<file path="src/rtl/framebuffer_reader.sv">
// framebuffer_reader: streams a contiguous SRAM byte region through memory-mux port B into a show-ahead FIFO.
// Latency: START edge t -> first capture at t+HOLD_CYCLES; one byte per HOLD_CYCLES clocks sustained.
// Backpressure: fetching pauses (STALL, port B released) while the FIFO is full; PIX_READY drains it.
//
// Ports:
//   FB_CLK, FB_RST_N        clock (shared with the memory mux), async active-low reset
//   START, BUSY, DONE       pass control: start pulse, fetch-in-progress, last-capture pulse
//   PORTB_ADDR/CE/OE/WE     read-only request to mux port B (strobes active-low, WE tied high)
//   PORTB_DATA              byte returned by port B, sampled at the end of each hold window
//   PIX_DATA/VALID/READY    valid/ready byte stream to scan-out
//   LEVEL                   current FIFO occupancy
module framebuffer_reader #(
  parameter int unsigned BASE_ADDR   = 0,
  parameter int unsigned FRAME_BYTES = 19200,
  parameter int unsigned HOLD_CYCLES = 5,
  parameter int unsigned FIFO_DEPTH  = 8
) (
  input  logic                          FB_CLK,
  input  logic                          FB_RST_N,
  input  logic                          START,
  output logic                          BUSY,
  output logic                          DONE,
  output logic [18:0]                   PORTB_ADDR,
  output logic                          PORTB_CE,
  output logic                          PORTB_OE,
  output logic                          PORTB_WE,
  input  logic [7:0]                    PORTB_DATA,
  output logic [7:0]                    PIX_DATA,
  output logic                          PIX_VALID,
  input  logic                          PIX_READY,
  output logic [$clog2(FIFO_DEPTH):0]   LEVEL
);

  localparam int unsigned AW = $clog2(FIFO_DEPTH);
  localparam int unsigned LW = AW + 1;
  localparam int unsigned CW = $clog2(HOLD_CYCLES);

  localparam logic [18:0]   BASE      = 19'(BASE_ADDR);
  localparam logic [18:0]   LAST_IDX  = 19'(FRAME_BYTES - 1);
  localparam logic [CW-1:0] HOLD_LAST = CW'(HOLD_CYCLES - 1);
  localparam logic [LW-1:0] DEPTH_L   = LW'(FIFO_DEPTH);
  localparam logic [LW-1:0] FULL_M1   = LW'(FIFO_DEPTH - 1);

  // Region must be non-empty and stay inside the 19-bit space so the address never wraps.
  if (FRAME_BYTES < 1 || (BASE_ADDR + FRAME_BYTES) > 32'h0008_0000) begin : g_bad_region
    $error("framebuffer_reader: region outside 19-bit address space or empty");
  end
  // One full 4-clock mux rotation plus settle margin is needed before sampling.
  if (HOLD_CYCLES < 5) begin : g_bad_hold
    $error("framebuffer_reader: HOLD_CYCLES must be at least 5");
  end
  if (FIFO_DEPTH < 2 || (FIFO_DEPTH & (FIFO_DEPTH - 1)) != 0) begin : g_bad_depth
    $error("framebuffer_reader: FIFO_DEPTH must be a power of two >= 2");
  end

  typedef enum logic [1:0] {S_IDLE, S_FETCH, S_STALL} state_e;

  state_e          state_q, state_d;
  logic [CW-1:0]   hold_q, hold_d;
  logic [18:0]     idx_q, idx_d;
  logic [18:0]     addr_q, addr_d;
  logic            busy_q, busy_d;
  logic            done_q, done_d;
  logic            fetch_q, fetch_d;

  logic [7:0]      mem_q [FIFO_DEPTH];
  logic [AW-1:0]   wr_ptr_q, rd_ptr_q;
  logic [LW-1:0]   level_q;

  logic            pop;
  logic            push;

  assign pop  = PIX_READY && (level_q != '0);
  assign push = (state_q == S_FETCH) && (hold_q == HOLD_LAST);

  always_comb begin
    state_d = state_q;
    hold_d  = hold_q;
    idx_d   = idx_q;
    addr_d  = addr_q;
    done_d  = 1'b0;
    unique case (state_q)
      S_IDLE: begin
        if (START) begin
          addr_d  = BASE;
          idx_d   = '0;
          hold_d  = '0;
          state_d = (level_q == DEPTH_L) ? S_STALL : S_FETCH;
        end
      end
      S_FETCH: begin
        if (push) begin
          hold_d = '0;
          if (idx_q == LAST_IDX) begin
            // Address is left on the last byte rather than stepping past the region.
            done_d  = 1'b1;
            state_d = S_IDLE;
          end else begin
            idx_d  = idx_q + 19'd1;
            addr_d = addr_q + 19'd1;
            // A pop on the same edge frees the slot this push takes, so keep fetching.
            if (level_q == FULL_M1 && !pop) begin
              state_d = S_STALL;
            end
          end
        end else begin
          hold_d = hold_q + CW'(1);
        end
      end
      S_STALL: begin
        if (level_q < DEPTH_L) begin
          hold_d  = '0;
          state_d = S_FETCH;
        end
      end
      default: state_d = S_IDLE;
    endcase
    busy_d  = (state_d != S_IDLE);
    fetch_d = (state_d == S_FETCH);
  end

  always_ff @(posedge FB_CLK or negedge FB_RST_N) begin
    if (!FB_RST_N) begin
      state_q <= S_IDLE;
      hold_q  <= '0;
      idx_q   <= '0;
      addr_q  <= BASE;
      busy_q  <= 1'b0;
      done_q  <= 1'b0;
      fetch_q <= 1'b0;
    end else begin
      state_q <= state_d;
      hold_q  <= hold_d;
      idx_q   <= idx_d;
      addr_q  <= addr_d;
      busy_q  <= busy_d;
      done_q  <= done_d;
      fetch_q <= fetch_d;
    end
  end

  // Show-ahead FIFO: head byte is always visible; a push into an empty FIFO
  // becomes valid on the following cycle (no bypass from PORTB_DATA).
  always_ff @(posedge FB_CLK or negedge FB_RST_N) begin
    if (!FB_RST_N) begin
      for (int i = 0; i < FIFO_DEPTH; i++) begin
        mem_q[i] <= 8'h00;
      end
      wr_ptr_q <= '0;
      rd_ptr_q <= '0;
      level_q  <= '0;
    end else begin
      if (push) begin
        mem_q[wr_ptr_q] <= PORTB_DATA;
        wr_ptr_q        <= wr_ptr_q + AW'(1);
      end
      if (pop) begin
        rd_ptr_q <= rd_ptr_q + AW'(1);
      end
      unique case ({push, pop})
        2'b10:   level_q <= level_q + LW'(1);
        2'b01:   level_q <= level_q - LW'(1);
        default: level_q <= level_q;
      endcase
    end
  end

  assign BUSY       = busy_q;
  assign DONE       = done_q;
  assign PORTB_ADDR = addr_q;
  assign PORTB_CE   = ~fetch_q;
  assign PORTB_OE   = ~fetch_q;
  assign PORTB_WE   = 1'b1;
  assign PIX_DATA   = mem_q[rd_ptr_q];
  assign PIX_VALID  = (level_q != '0);
  assign LEVEL      = level_q;

endmodule
</file>
<file path="config.mk">
export PLATFORM = sky130hd
export DESIGN_NAME = framebuffer_reader
export DESIGN_NICKNAME = d
export VERILOG_FILES = /design/src/rtl/framebuffer_reader.sv
export SDC_FILE = /design/constraint.sdc
export NUM_CORES = 1
export LEC_CHECK = 0
export ABC_AREA = 1
export CAP_MARGIN = 20
export CORE_UTILIZATION = 45
export CTS_CLUSTER_SIZE = 30
export DETAILED_ROUTE_END_ITERATION = 8
export HOLD_SLACK_MARGIN = 0.15
export MAX_ROUTING_LAYER = met4
export PLACE_DENSITY = 0.75
export SLEW_MARGIN = 10
export SYNTH_ARGS = -nofsm -noshare
export SYNTH_HDL_FRONTEND = slang
export SYNTH_SLANG_ARGS = --single-unit
</file>
<file path="constraint.sdc">
create_clock -name FB_CLK -period 2.45 [get_ports FB_CLK]
set_input_delay 0.245 -clock FB_CLK [delete_from_list [all_inputs] [get_ports FB_CLK]]
set_output_delay 0.245 -clock FB_CLK [all_outputs]
set_load 0.05 [all_outputs]
</file>
Word-level counts from Yosys, hierarchy flattened
Cells that the tools add are included.
{"block": "word_totals", "regBits": 120, "input_bits": 12, "output_inout_bits": 37, "elab_cells": 86}
{"block": "classes", "addsub": 7, "n_lt_le_gt_ge": 4, "n_eq_ne": 13, "n_mux": 28, "bitwise_logic": 3, "reduce_logical": 13}
{"cell": "19-bit 2-to-1 mux", "count": 5}
{"cell": "19-bit one-hot mux with 2 select lines", "count": 2}
{"cell": "64-bit bitwise mux", "count": 1}
{"cell": "19-bit by 1-bit adder with 19-bit output, second input constant", "count": 2}
{"cell": "8-bit binary-select mux with 3-bit select", "count": 1}
{"cell": "8-bit demux with 3-bit select", "count": 1}
{"cell": "8-bit 2-to-1 mux", "count": 3}
{"cell": "19-bit by 15-bit equality test with 1-bit output, second input constant", "count": 1}
{"cell": "2-bit 2-to-1 mux", "count": 6}
{"cell": "3-bit by 1-bit adder with 3-bit output, second input constant", "count": 3}
{"cell": "3-bit 2-to-1 mux", "count": 3}
{"cell": "3-bit one-hot mux with 3 select lines", "count": 1}
{"cell": "4-bit >= comparator, second input constant", "count": 2}
{"cell": "2-bit inequality test, second input constant", "count": 4}
{"cell": "3-bit inverter with 4-bit output", "count": 2}
{"cell": "4-bit one-hot mux with 2 select lines", "count": 1}
{"cell": "2-bit by 1-bit equality test with 1-bit output, second input constant", "count": 3}
{"cell": "2-bit one-hot mux with 3 select lines", "count": 1}
{"cell": "2-bit nonzero test", "count": 3}
{"cell": "4-bit by 1-bit adder with 4-bit output, second input constant", "count": 1}
{"cell": "2-bit equality test, second input constant", "count": 2}
{"cell": "4-bit by 3-bit equality test with 1-bit output, second input constant", "count": 1}
{"cell": "4-bit equality test, second input constant", "count": 1}
{"cell": "1-bit logical AND", "count": 4}
{"cell": "12 further kinds", "count": 14}

Logic depth before layout (Yosys ltp)
Gate-level depths: netlist of run 1.
{"block": "depth", "ltp_word": 9, "depth_mapped": 12, "mapped_depth_nobuf": 12}

Least setup slack after synthesis of run 1
OpenSTA, ideal clock, no wires.
{"block": "synth_path", "kind": "register to register", "from": "register level_q[1] (netlist: LEVEL[1])", "to": "register level_q[3] (netlist: LEVEL[3])", "setup_ns": 0.131, "t_arrival_ns": 2.242, "required_ns": 2.319, "slack_ns": 0.077, "stages_incl_launch_ff": 10, "n_path_buf": 0, "period_less_slack_ns": 2.373, "path_cell_list": "dfrtp_1 nor2_1 a21boi_1 ha_1 ha_1 a21oi_1 nand2_1 a21oi_1 o21ai_0 xor2_1"}
{"block": "synth_between", "elab_chain_len": 4, "elab_cells_between_ends": 8, "cone_classes": "add/sub: 2; eq/ne: 2; mux: 1; reduce/logical: 3"}
{"item": "from (decl)", "line_no": "68", "text": "logic [LW-1:0] level_q;"}
{"item": "from (signal assigned)", "line_no": "161", "text": "2'b10: level_q <= level_q + LW'(1);"}
{"item": "from (signal assigned)", "line_no": "162", "text": "2'b01: level_q <= level_q - LW'(1);"}
{"item": "from (signal assigned)", "line_no": "163", "text": "default: level_q <= level_q;"}
{"item": "4-bit nonzero test (*)", "line_no": "73", "text": "assign pop = PIX_READY && (level_q != '0);"}
{"item": "1-bit logical AND (*)", "line_no": "73"}
{"item": "named net pop", "line_no": "70", "text": "logic pop;"}
{"item": "2-bit by 1-bit equality test with 1-bit output / 2-bit equality test (equally long branches)", "line_no": "160", "text": "unique case ({push, pop})"}
{"item": "4-bit one-hot mux with 2 select lines / 2-bit nonzero test (equally long branches)"}
The timed path passes the listed nets; every way through them passes the cells marked *.
A chain may end at the register's enable or synchronous reset.

Final worst setup path of run 1
{"block": "layout_path", "from": "register hold_q[0]", "to": "register level_q[3] (netlist: LEVEL[3])"}
{"block": "layout_between", "elab_chain_len": 4, "elab_cells_between_ends": 6, "cone_classes": "eq/ne: 3; mux: 1; reduce/logical: 2"}
{"item": "from (decl)", "line_no": "59", "text": "logic [CW-1:0] hold_q, hold_d;"}
{"item": "from (signal assigned)", "line_no": "133", "text": "hold_q <= hold_d;"}
{"item": "3-bit equality test (*)", "line_no": "74", "text": "assign push = (state_q == S_FETCH) && (hold_q == HOLD_LAST);"}
{"item": "1-bit logical AND (*)", "line_no": "74"}
{"item": "2-bit by 1-bit equality test with 1-bit output / 2-bit equality test (equally long branches)", "line_no": "160"}
{"item": "4-bit one-hot mux with 2 select lines / 2-bit nonzero test (equally long branches)"}
Every way passes the cells marked *; elsewhere a longest branch is shown, timed or not.

==> results of run 1 <==
[placed cells by master, fill, tap and decap left out, types with 2 or more instances in the layout]
master	n
xnor2_1	3
ha_1	9
bufinv_16	4
nand4_2	3
a21oi_1	3
nand4_1	20
nand4_4	3
clkinvlp_4	3
inv_2	4
inv_1	49
buf_12	11
buf_4	10
clkinv_2	2
o21ai_0	56
nor2_1	101
or2_2	6
clkdlybuf4s50_1	38
nor2_2	2
o21ai_1	57
nand3_1	40
nand2_1	239
clkbuf_8	3
o21bai_1	12
o32ai_1	16
clkbuf_16	17
dfrtp_1	120
xor2_1	12
nand2_2	4
nand3_4	3
[flip-flops by register name, indices dropped and copies added, names as in the netlist]
signal and flops:
BUSY 1, DONE 1, LEVEL 4, PORTB_ADDR 19, fetch_q 1, hold_q 3
idx_q 19, mem_q 64, rd_ptr_q 3, state_q 2, wr_ptr_q 3
[cells by family after synthesis]
group | after synthesis
other | 1
XOR/XNOR | 15
multiplexers | 1
flip-flops | 120
AND/OR/NAND/NOR | 426
buffers and inverters | 88
AO/OA/AOI/OAI | 148
adder cells (fa/ha/maj) | 10
[metal layers]
layer,track usage,vias up,wire [um]
li1,-,2758,-
met1,0.282,2561,6670
met2,0.335,135,6540
met3,0.0515,19,614
met4,0.0756,0,190
met5,-,-,0
[worst min path at each step]
stage | from | endpoint | slack [ps] | depth (start not counted)
6_report | FB_RST_N | idx_q[7]$_DFFE_PN0P_ | 330 | 2
5_1_grt | FB_RST_N | idx_q[12]$_DFFE_PN0P_ | 390 | 2
3_5_place_dp | FB_RST_N | idx_q[7]$_DFFE_PN0P_ | 250 | 1
2_1_floorplan | FB_RST_N | BUSY$_DFF_PN0_ | -50 | 0
4_1_cts | FB_RST_N | idx_q[10]$_DFFE_PN0P_ | 350 | 2
3_3_place_gp | FB_RST_N | idx_q[7]$_DFFE_PN0P_ | 250 | 1
[final cells by class]
| class | instances | area (um^2) |
|---|---|---|
| clock inverters | 11 | 170 |
| repair buffers | 60 | 686 |
| multi-input cells | 601 | 3020 |
| fillers | 1214 | 6150 |
| well taps | 180 | 225 |
| clock buffers | 20 | 467 |
| flip-flops and latches | 120 | 3000 |
| inverters | 55 | 209 |
[stage by stage]
step / utilization / setup slack (ps)
final: 0.558 / 214
after global routing: 0.558 / 28.0
after CTS: 0.558 / 227
after detailed placement: 0.512 / 275
after global placement: 0.512 / 292
after floorplan: - / 77.3
[power by group through the flow]
stage | sequential, mW | combinational (mW) | clock (mW)
after floorplan | 3.26 | 2.61 | 0
after global placement | 3.13 | 4.01 | 0
after detailed placement | 3.15 | 4.06 | 0
after CTS | 3.12 | 4.11 | 2.71
after global routing | 3.23 | 4.48 | 2.81
final | 3.13 | 4.08 | 2.68
[repair_timing]
action	CTS	global route
buffers inserted	0	0
hold buffers	1	0
endpoints found under the hold margin	33	0
==> results by group, run 1 <==
Pwr
  • Register share of total power: 0.316
  • Sw frac: 0.396
  • Internal power consumption: 5.97 mW
  • Logic gate share of total power: 0.412
  • Clock share of power: 0.271
  • Design Power: slightly below 10 mW
  • PwrDens: 1270 nW/um^2
  • IR drop worst, VDD: 0.00126 V
  • Sw Pwr: 3.91 mW
  • P_leak: 3.51 nW

Global route
  • Largest net degree at the start of global routing: 47
  • Remaining global-route overflow: 0
  • Vias in the first global route: 5,159
  • Gr usage total: 0.218
  • Initial antenna violation count: 0
  • First-pass GRT wire length: roughly 24,000 um

Finish
  • Finished Cell Area: 7780 um^2
  • Final #Nets: 877
  • Fraction of layout instances using a drive strength above 1: 0.0980
  • Syn-to-layout area delta: 20.7%
  • ANT cells: 0
  • Post-Layout Cell Count: 1,047

Die
  • Core area: 13,900 um^2
  • Starting Density: 0.463
  • Die span in y: 122 um
  • Die width: 122 um
  • Site Rows: 43
  • Die area: 14,800 um^2
  • Io pins: 49

Critical path
  • R2R depth: 12
  • CP Capture Point: LEVEL[3]$_DFFE_PN0P_
  • CP max FO: 5
  • Reg-to-reg critical path startpoint: hold_q[0]$_DFFE_PN0P_
  • Stages on worst setup path: 12
  • Crit end category: flop
  • Worst Setup Start Kind: flop
  • Required @ worst endpoint: 2750 ps
  • Crit. Startpoint: hold_q[0]$_DFFE_PN0P_
  • Reg-to-Reg End: LEVEL[3]$_DFFE_PN0P_
  • R2R setup slack: 210 ps
  • Cell mode on critical path: ha_1
  • CP max stage cell: dfrtp_1
  • Crit path DAT: 2530 ps
  • Kind of cell adding the most delay to the critical path: adder cells
  • Critical path cell sequence: inv_1, ha_1, nand2_2, nor2_8, inv_2, ha_1, ha_1, a21oi_1, nand2_1, a21oi_1, o21ai_0, xor2_1
  • Slowest Stage Delay on Critical Path: between 300 and 400 ps
  • Buf/Inv on CP: 2
  • Setup Crit Path Kind: flop to flop

Yosys
  • Unique cell type count in the Yosys netlist: 39
  • List of most frequent post-synthesis cells: 239 x nand2_1, 120 x dfrtp_1, 101 x nor2_1, 57 x o21ai_1, 56 x o21ai_0
  • Post-synthesis cell area: 6450 um^2
  • Synth Area in Adders: 0.0206
  • Share of the synthesized area in the top cell type: 0.466
  • Post-synthesis xor/xnor area fraction: 0.0204
  • Yosys reg bits: 120
  • Async S/R FF share, synth: 1.00
  • Top FF cell, synth: dfrtp_1
  • Yosys warns: 0
  • Post-synth EDFFs: 0
  • Post-synthesis area per instance: 7.97 um^2
  • Count leader, synth: nand2_1
  • Compound-Gate Fraction of Synth Area: 0.131
  • Proportion of synthesized area in mux cells: 0.00175
  • Syn Nets: 831
  • Synth area leader: dfrtp_1
  • Seq/Total Area, Yosys: 0.466
  • Post-Synth Simple-Gate Area: 0.295
  • Main combinational cell family by area after synthesis: simple AND/OR/NAND/NOR gates
  • Synth area leaders: dfrtp_1 47%, nand2_1 14%, nor2_1 5.9%, o21ai_1 4.4%, o21ai_0 4.3%
  • Syn Inst Count: 809

Timing
  • Setup TNS: 0 ps
  • Min Tclk post-route: 2240 ps
  • Worst hold margin: 331 ps
  • Final Hold Fails: 0
  • RSZ-0062 raised after global routing: no
  • Setup violations, final: 0
  • Final Cycle Share: 0.913
  • Worst Tran Pin Value: 523 ps
  • Worst-case clock skew: 8.04 ps
  • Slew Limit Fails: 0
  • F_max: 0.447 GHz
  • Worst rel slew slack: 0.651

Routing
  • Final wirelength: 14,000 um
  • DR WL/cell: around 13 um
  • First DRT Iteration DRCs: 421
  • Vias: 5,473
  • Drt drc: 0
  • Initial DRT Pass Iterations: 6
  • Antenna Nets Post-Route: 0
  • Post-DR vias/cell: 5.23

Clock network
  • Sink Count: 120
  • Clock root cell: clkbuf_16
  • CTS Buffer Depth: 2
  • Worst-skew pair later-pin latency: approximately 420 ps
  • Worst-path clk slew: 60 ps
  • Post-cts repair resize count: 0
  • CTS tree: done
  • CTS buffer count: 17
  • CTS H-tree lvls: 4

Placement
  • Placed instance count: slightly above 1,000
  • Port buffer count: 47
  • Placed cell areas: 7130 um^2
  • Gpl congestion: approximately 0.84
  • DP HPWL: 9320 um

Worst hold path
  • Worst min path class: input pin to async pin

Job
  • Max-Cap Viols: 0

Outcome
  • Status: finished clean
(Power assumes the default switching activity.)
==> run 2, diff against run 1 <==
- CAP_MARGIN: 20 -> unset
==> results of run 2 <==
Final layout, timing and power as in run 1 (identical DEF).
==> patch 1, RTL diff (settings of run 1) <==
Set the parameter `FIFO_DEPTH` to 16 (it was 8).
--- a/src/rtl/framebuffer_reader.sv
+++ b/src/rtl/framebuffer_reader.sv
@@ -15,3 +15,3 @@
   parameter int unsigned HOLD_CYCLES = 5,
-  parameter int unsigned FIFO_DEPTH  = 8
+  parameter int unsigned FIFO_DEPTH  = 16
 ) (
Ports: changed (resized LEVEL); port bits go from 49 to 50. The function was not compared with the original's and may differ.
==> patch 1 against run 1 <==
Final area grew 41%. Via count increased by 48%. Total power increased by 26%. Sequential power grew 41%. Critical path depth fell by 5. Register-to-register slack better by 0.02 ns. Sequential cell count grew 67. Cell count increased by 42%. Synthesized area rose by 49%. Wire length up 69%. Setup slack worse by 0.098 ns. Combinational power up 32%.
==> patch 1: results (changes against run 1) <==
| Metric | Value |
|---|---|
| Largest net degree at the start of global routing | 68 (+45%) |
| Synth cell count leaders | 292 x nand2_1, 187 x dfrtp_1, 137 x nor2_1 |
| Drt first pass iters | 5 (-1) |
| Outcome | completed |
| Post-synth cell types | 42 (+7.7%) |
| Clock skew | 0.0105 ns (+0.00247 ns) |
| Total number of vias | 8075 (+48%) |
| Least-Margin Pin Slew | 0.705 ns (+0.182 ns) |
| Clk_lat worst skew | 0.44 ns (+0.02 ns) |
| Peak supply drop | 591 uV (-53%) |
| Initial DRC count | 593 (+41%) |
| Grt met2 use | 0.366 (+0.0313) |
| Placed wire-length estimate | 15100 um (+62%) |
| Leakage power | 4.89 nW (+39%) |
| Sequential fraction of the synthesis area | 0.486 (+0.0205) |
| WP data arrival | 2.09 ns (-0.44 ns) |
| First-pass GRT wire length | 38600 um (+58%) |
| GRT Total Usage | 0.230 (+0.0118) |
| Synth area leaders | dfrtp_1 49%, nand2_1 11%, o21ai_0 6.7% |
| Net Sw Frac | 0.432 (+0.0359) |
| CP max FO | 51 (+46) |
| Syn Area/Cell | 8.17 um^2 (+2.5%) |
| Met1 Resource Use GR | 0.299 (+0.0174) |
| Number of global-route vias before repair | 7627 (+48%) |
| Largest register FFs | 128 (+100%) |
| Layout Nets | 1226 (+40%) |
| I/O Buffers | 48 (+2.1%) |
| Routed wire length | 23700 um (+69%) |
## patch 1: final timing paths
kind	slack, ns	end	cells after the start
setup / recovery	0.12	PIX_DATA[5]	7
hold / removal	0.35	mem_q[65]	2
setup reg to reg	0.23	LEVEL[4]	14
hold reg to reg	0.48	mem_q[54]	2
max in group asynchronous	1.28	LEVEL[1]	3
min in group FB_CLK	0.45	rd_ptr_q[0]	3
## patch 1: layer usage
| metal | vias to the layer above | part of all wire |
|---|---|---|
| met1 | 3850 | 0.45 |
| met2 | 255 | 0.47 |
| met3 | 35 | 0.060 |
| li1 | 3935 | - |
| met4 | 0 | 0.018 |
| met5 | - | 0 |
## patch 1: area by class of cell
class                           count  area, um^2
Fill cell                        1977       10100
Clock inverter                     13         120
Tap cell                          275         344
Sequential cell                   187        4690
Multi-Input combinational cell    856        4360
Inverter                           73         284
Clock buffer                       19         443
Timing Repair Buffer               65         703
## patch 1: cell families (layout without fill, tap and decap cells)
family | Yosys count | count (layout) | synth area share
AND/OR/NAND/NOR | 534 | 534 | 0.243
AO/OA/AOI/OAI | 289 | 289 | 0.169
flip-flops | 187 | 187 | 0.486
buffers and inverters | 135 | 170 | 0.0660
XOR/XNOR | 18 | 18 | 0.0164
adder cells (fa/ha/maj) | 14 | 14 | 0.0190
other | 1 | 1 | 0.000390
## patch 1: metrics by stage
stage	worst slack, ns	setup TNS [ns]	utilization
floorplan	-0.171	-0.297	-
global placement	0.300	0	0.490
detailed placement	0.241	0	0.490
CTS	0.0276	0	0.518
global route	0.00983	0	0.521
finish	0.116	0	0.521
## patch 1: power groups by stage
| stage | combinational, mW | clock (mW) | sequential, mW |
|---|---|---|---|
| global route | 5.92 | 2.85 | 4.51 |
| detailed placement | 5.23 | 0 | 4.44 |
| finish | 5.39 | 2.67 | 4.41 |
| global placement | 5.09 | 0 | 4.41 |
| floorplan | 3.55 | 0 | 4.55 |
| CTS | 5.25 | 2.71 | 4.39 |
## patch 1: critical path, cell delays in order (launching register included)
cell	delay [ns]
dfrtp_2	0.41
buf_8	0.29
a21oi_1	0.11
o21ai_0	0.12
o21ai_0	0.17
o211ai_1	0.26
nand2_1	0.09
buf_4	0.20
## patch 1: what timing repair did
| item | CTS | global route |
|---|---|---|
| hold endpoints to repair | 63 | 0 |
| resized for setup | 1 | 5 |
| cloned | 0 | 2 |
| hold buffers | 1 | 0 |
| pin swaps | 0 | 1 |
| endpoints found under the setup margin | 1 | 8 |
==> patch 2, RTL diff (settings of run 1) <==
Made on the original files. Re-encode `state_e` (3 states) as one-hot, 3 bits wide.
--- a/src/rtl/framebuffer_reader.sv
+++ b/src/rtl/framebuffer_reader.sv
@@ -55,3 +55,3 @@
 
-  typedef enum logic [1:0] {S_IDLE, S_FETCH, S_STALL} state_e;
+  typedef enum logic [2:0] {S_IDLE = 3'b001, S_FETCH = 3'b010, S_STALL = 3'b100} state_e;
 
Behaviour: no difference found for any inputs over 10 cycles, from zero or initial values and one cycle with FB_RST_N low; not proved beyond that.
==> patch 2 against run 1 <==
Synthesized cell count rose by 6.1%. Sequential cell count rose by 1. Critical path depth fell by 1. Total power fell by 15%. Final area rose by 1.4%. Wire length rose by 9.3%. Synthesized area rose by 0.82%. Setup slack got worse by 0.030 ns. Largest cell class unchanged. Highest routed layer unchanged.
==> patch 2: results (changes against run 1) <==
| Metric | Value |
|---|---|
| Least-Margin Pin Slew | 0.637 ns (+0.114 ns) |
| Min Hold Slack | 0.287 ns (-0.0445 ns) |
| Wire per inst | 13.9 um (+3.6%) |
| H-tree depth | 4 (unchanged) |
| Synth Net Count | 880 (+5.9%) |
| CP max FO | 4 (-1) |
| I/O Buffers | 47 (unchanged) |
| GRT Total Usage | 0.231 (+0.0132) |
| Worst Hold Class | in2async |
| Total number of vias | 5798 (+5.9%) |
| Cells after DPL | 1071 (+5.5%) |
| Peak supply drop | 904 uV (-28%) |
| Leakage power | 3.59 nW (+2.1%) |
| FFs w/ async S/R, synth | 1.00 (unchanged) |
| Largest net degree at the start of global routing | 50 (+6.4%) |
| Post-synth cell types | 35 (-10%) |
| Cells after synthesis | 858 (+6.1%) |
| Placed wire-length estimate | 10100 um (+8.5%) |
| Final estimated routing congestion in global placement | 0.875 (+4.6%) |
| Clock transition at path regs | 0.06 ns (about the same) |
| Clock skew | 0.00728 ns (-0.000760 ns) |
| First-pass GRT wire length | 25900 um (+5.9%) |
| CTS Buf Count | 17 (unchanged) |
| Routed wire length | 15300 um (+9.3%) |
| FF-to-FF setup slack | 0.18 ns (-0.03 ns) |
| WP data arrival | 2.58 ns (+0.05 ns) |
| Synth area leaders | dfrtp_1 46%, nand2_1 16%, nor2_1 8.1% |
| Outcome | completed |
| Initial DRC count | 493 (+17%) |
| Layout Nets | 933 (+6.4%) |
| Number of global-route vias before repair | 5492 (+6.5%) |
| Share of cells above drive strength 1 | 0.105 (+0.00694) |
| Sequential fraction of the synthesis area | 0.466 (about the same) |
| Drt first pass iters | 5 (-1) |
| Reg2reg path depth | 11 (-1) |
| Initial antenna violation count | 0 (unchanged) |
| Synth cell count leaders | 276 x nand2_1, 141 x nor2_1, 120 x dfrtp_1 |
[patch 2: metrics by stage]
step / setup WS (ns) / area (um^2) / utilization
floorplan: 0.00271 / 6530 / -
global placement: 0.246 / 7290 / 0.521
detailed placement: 0.163 / 7290 / 0.521
CTS: 0.144 / 7880 / 0.563
global route: 0.0545 / 7890 / 0.564
finish: 0.184 / 7890 / 0.564
[patch 2: report_power, final]
group	internal, mW	switching, mW	total [mW]
combinational	1.18	2.30	3.48
clock	1.55	0.918	2.46
sequential	2.24	0.207	2.44
total	4.96	3.43	8.39
[patch 2: how the worst max path moves through the flow]
| stage | slack, ns | from | endpoint | cells after the start |
|---|---|---|---|---|
| 2_1_floorplan | 0.003 | LEVEL[0] | LEVEL[3] | 10 |
| 3_3_place_gp | 0.25 | hold_q[0] | LEVEL[3] | 11 |
| 3_5_place_dp | 0.16 | hold_q[0] | LEVEL[3] | 11 |
| 4_1_cts | 0.14 | LEVEL[0] | LEVEL[3] | 10 |
| 5_1_grt | 0.05 | hold_q[0] | LEVEL[3] | 11 |
| 6_report | 0.18 | hold_q[0] | LEVEL[3] | 11 |
[patch 2: layout make-up]
type / count / area, um^2
fill: 1263 / 6100
multi-input combinational: 656 / 3150
timing repair buffer: 68 / 721
tap: 180 / 225
clock inverter: 11 / 121
inverter: 47 / 176
sequential: 121 / 3030
clock buffer: 21 / 460
[patch 2: cells by family after synthesis]
group	Yosys count	share of synthesized area
and+or+nand+nor	501	0.319
DFF	121	0.466
AOI/OAI and AO/OA	115	0.101
buffers and inverters	81	0.0537
xor gates and xnor gates	28	0.0377
adders and majority gates	10	0.0204
other	1	0.000577
muxes	1	0.00173
[patch 2: what timing repair did]
action,4_1_cts,5_1_grt
setup endpoints to repair,0,1
buffers inserted,0,0
hold endpoints to repair,74,0
gates resized for setup,0,1
hold buffers,1,0
[patch 2: routing by layer]
metal  up-vias  GRT usage  wire length [um]
met1      2768      0.277              6930
met4         0      0.106               312
li1       2874          -                 -
met3        33     0.0431               546
met5         -          -                 0
met2       123      0.377              7530
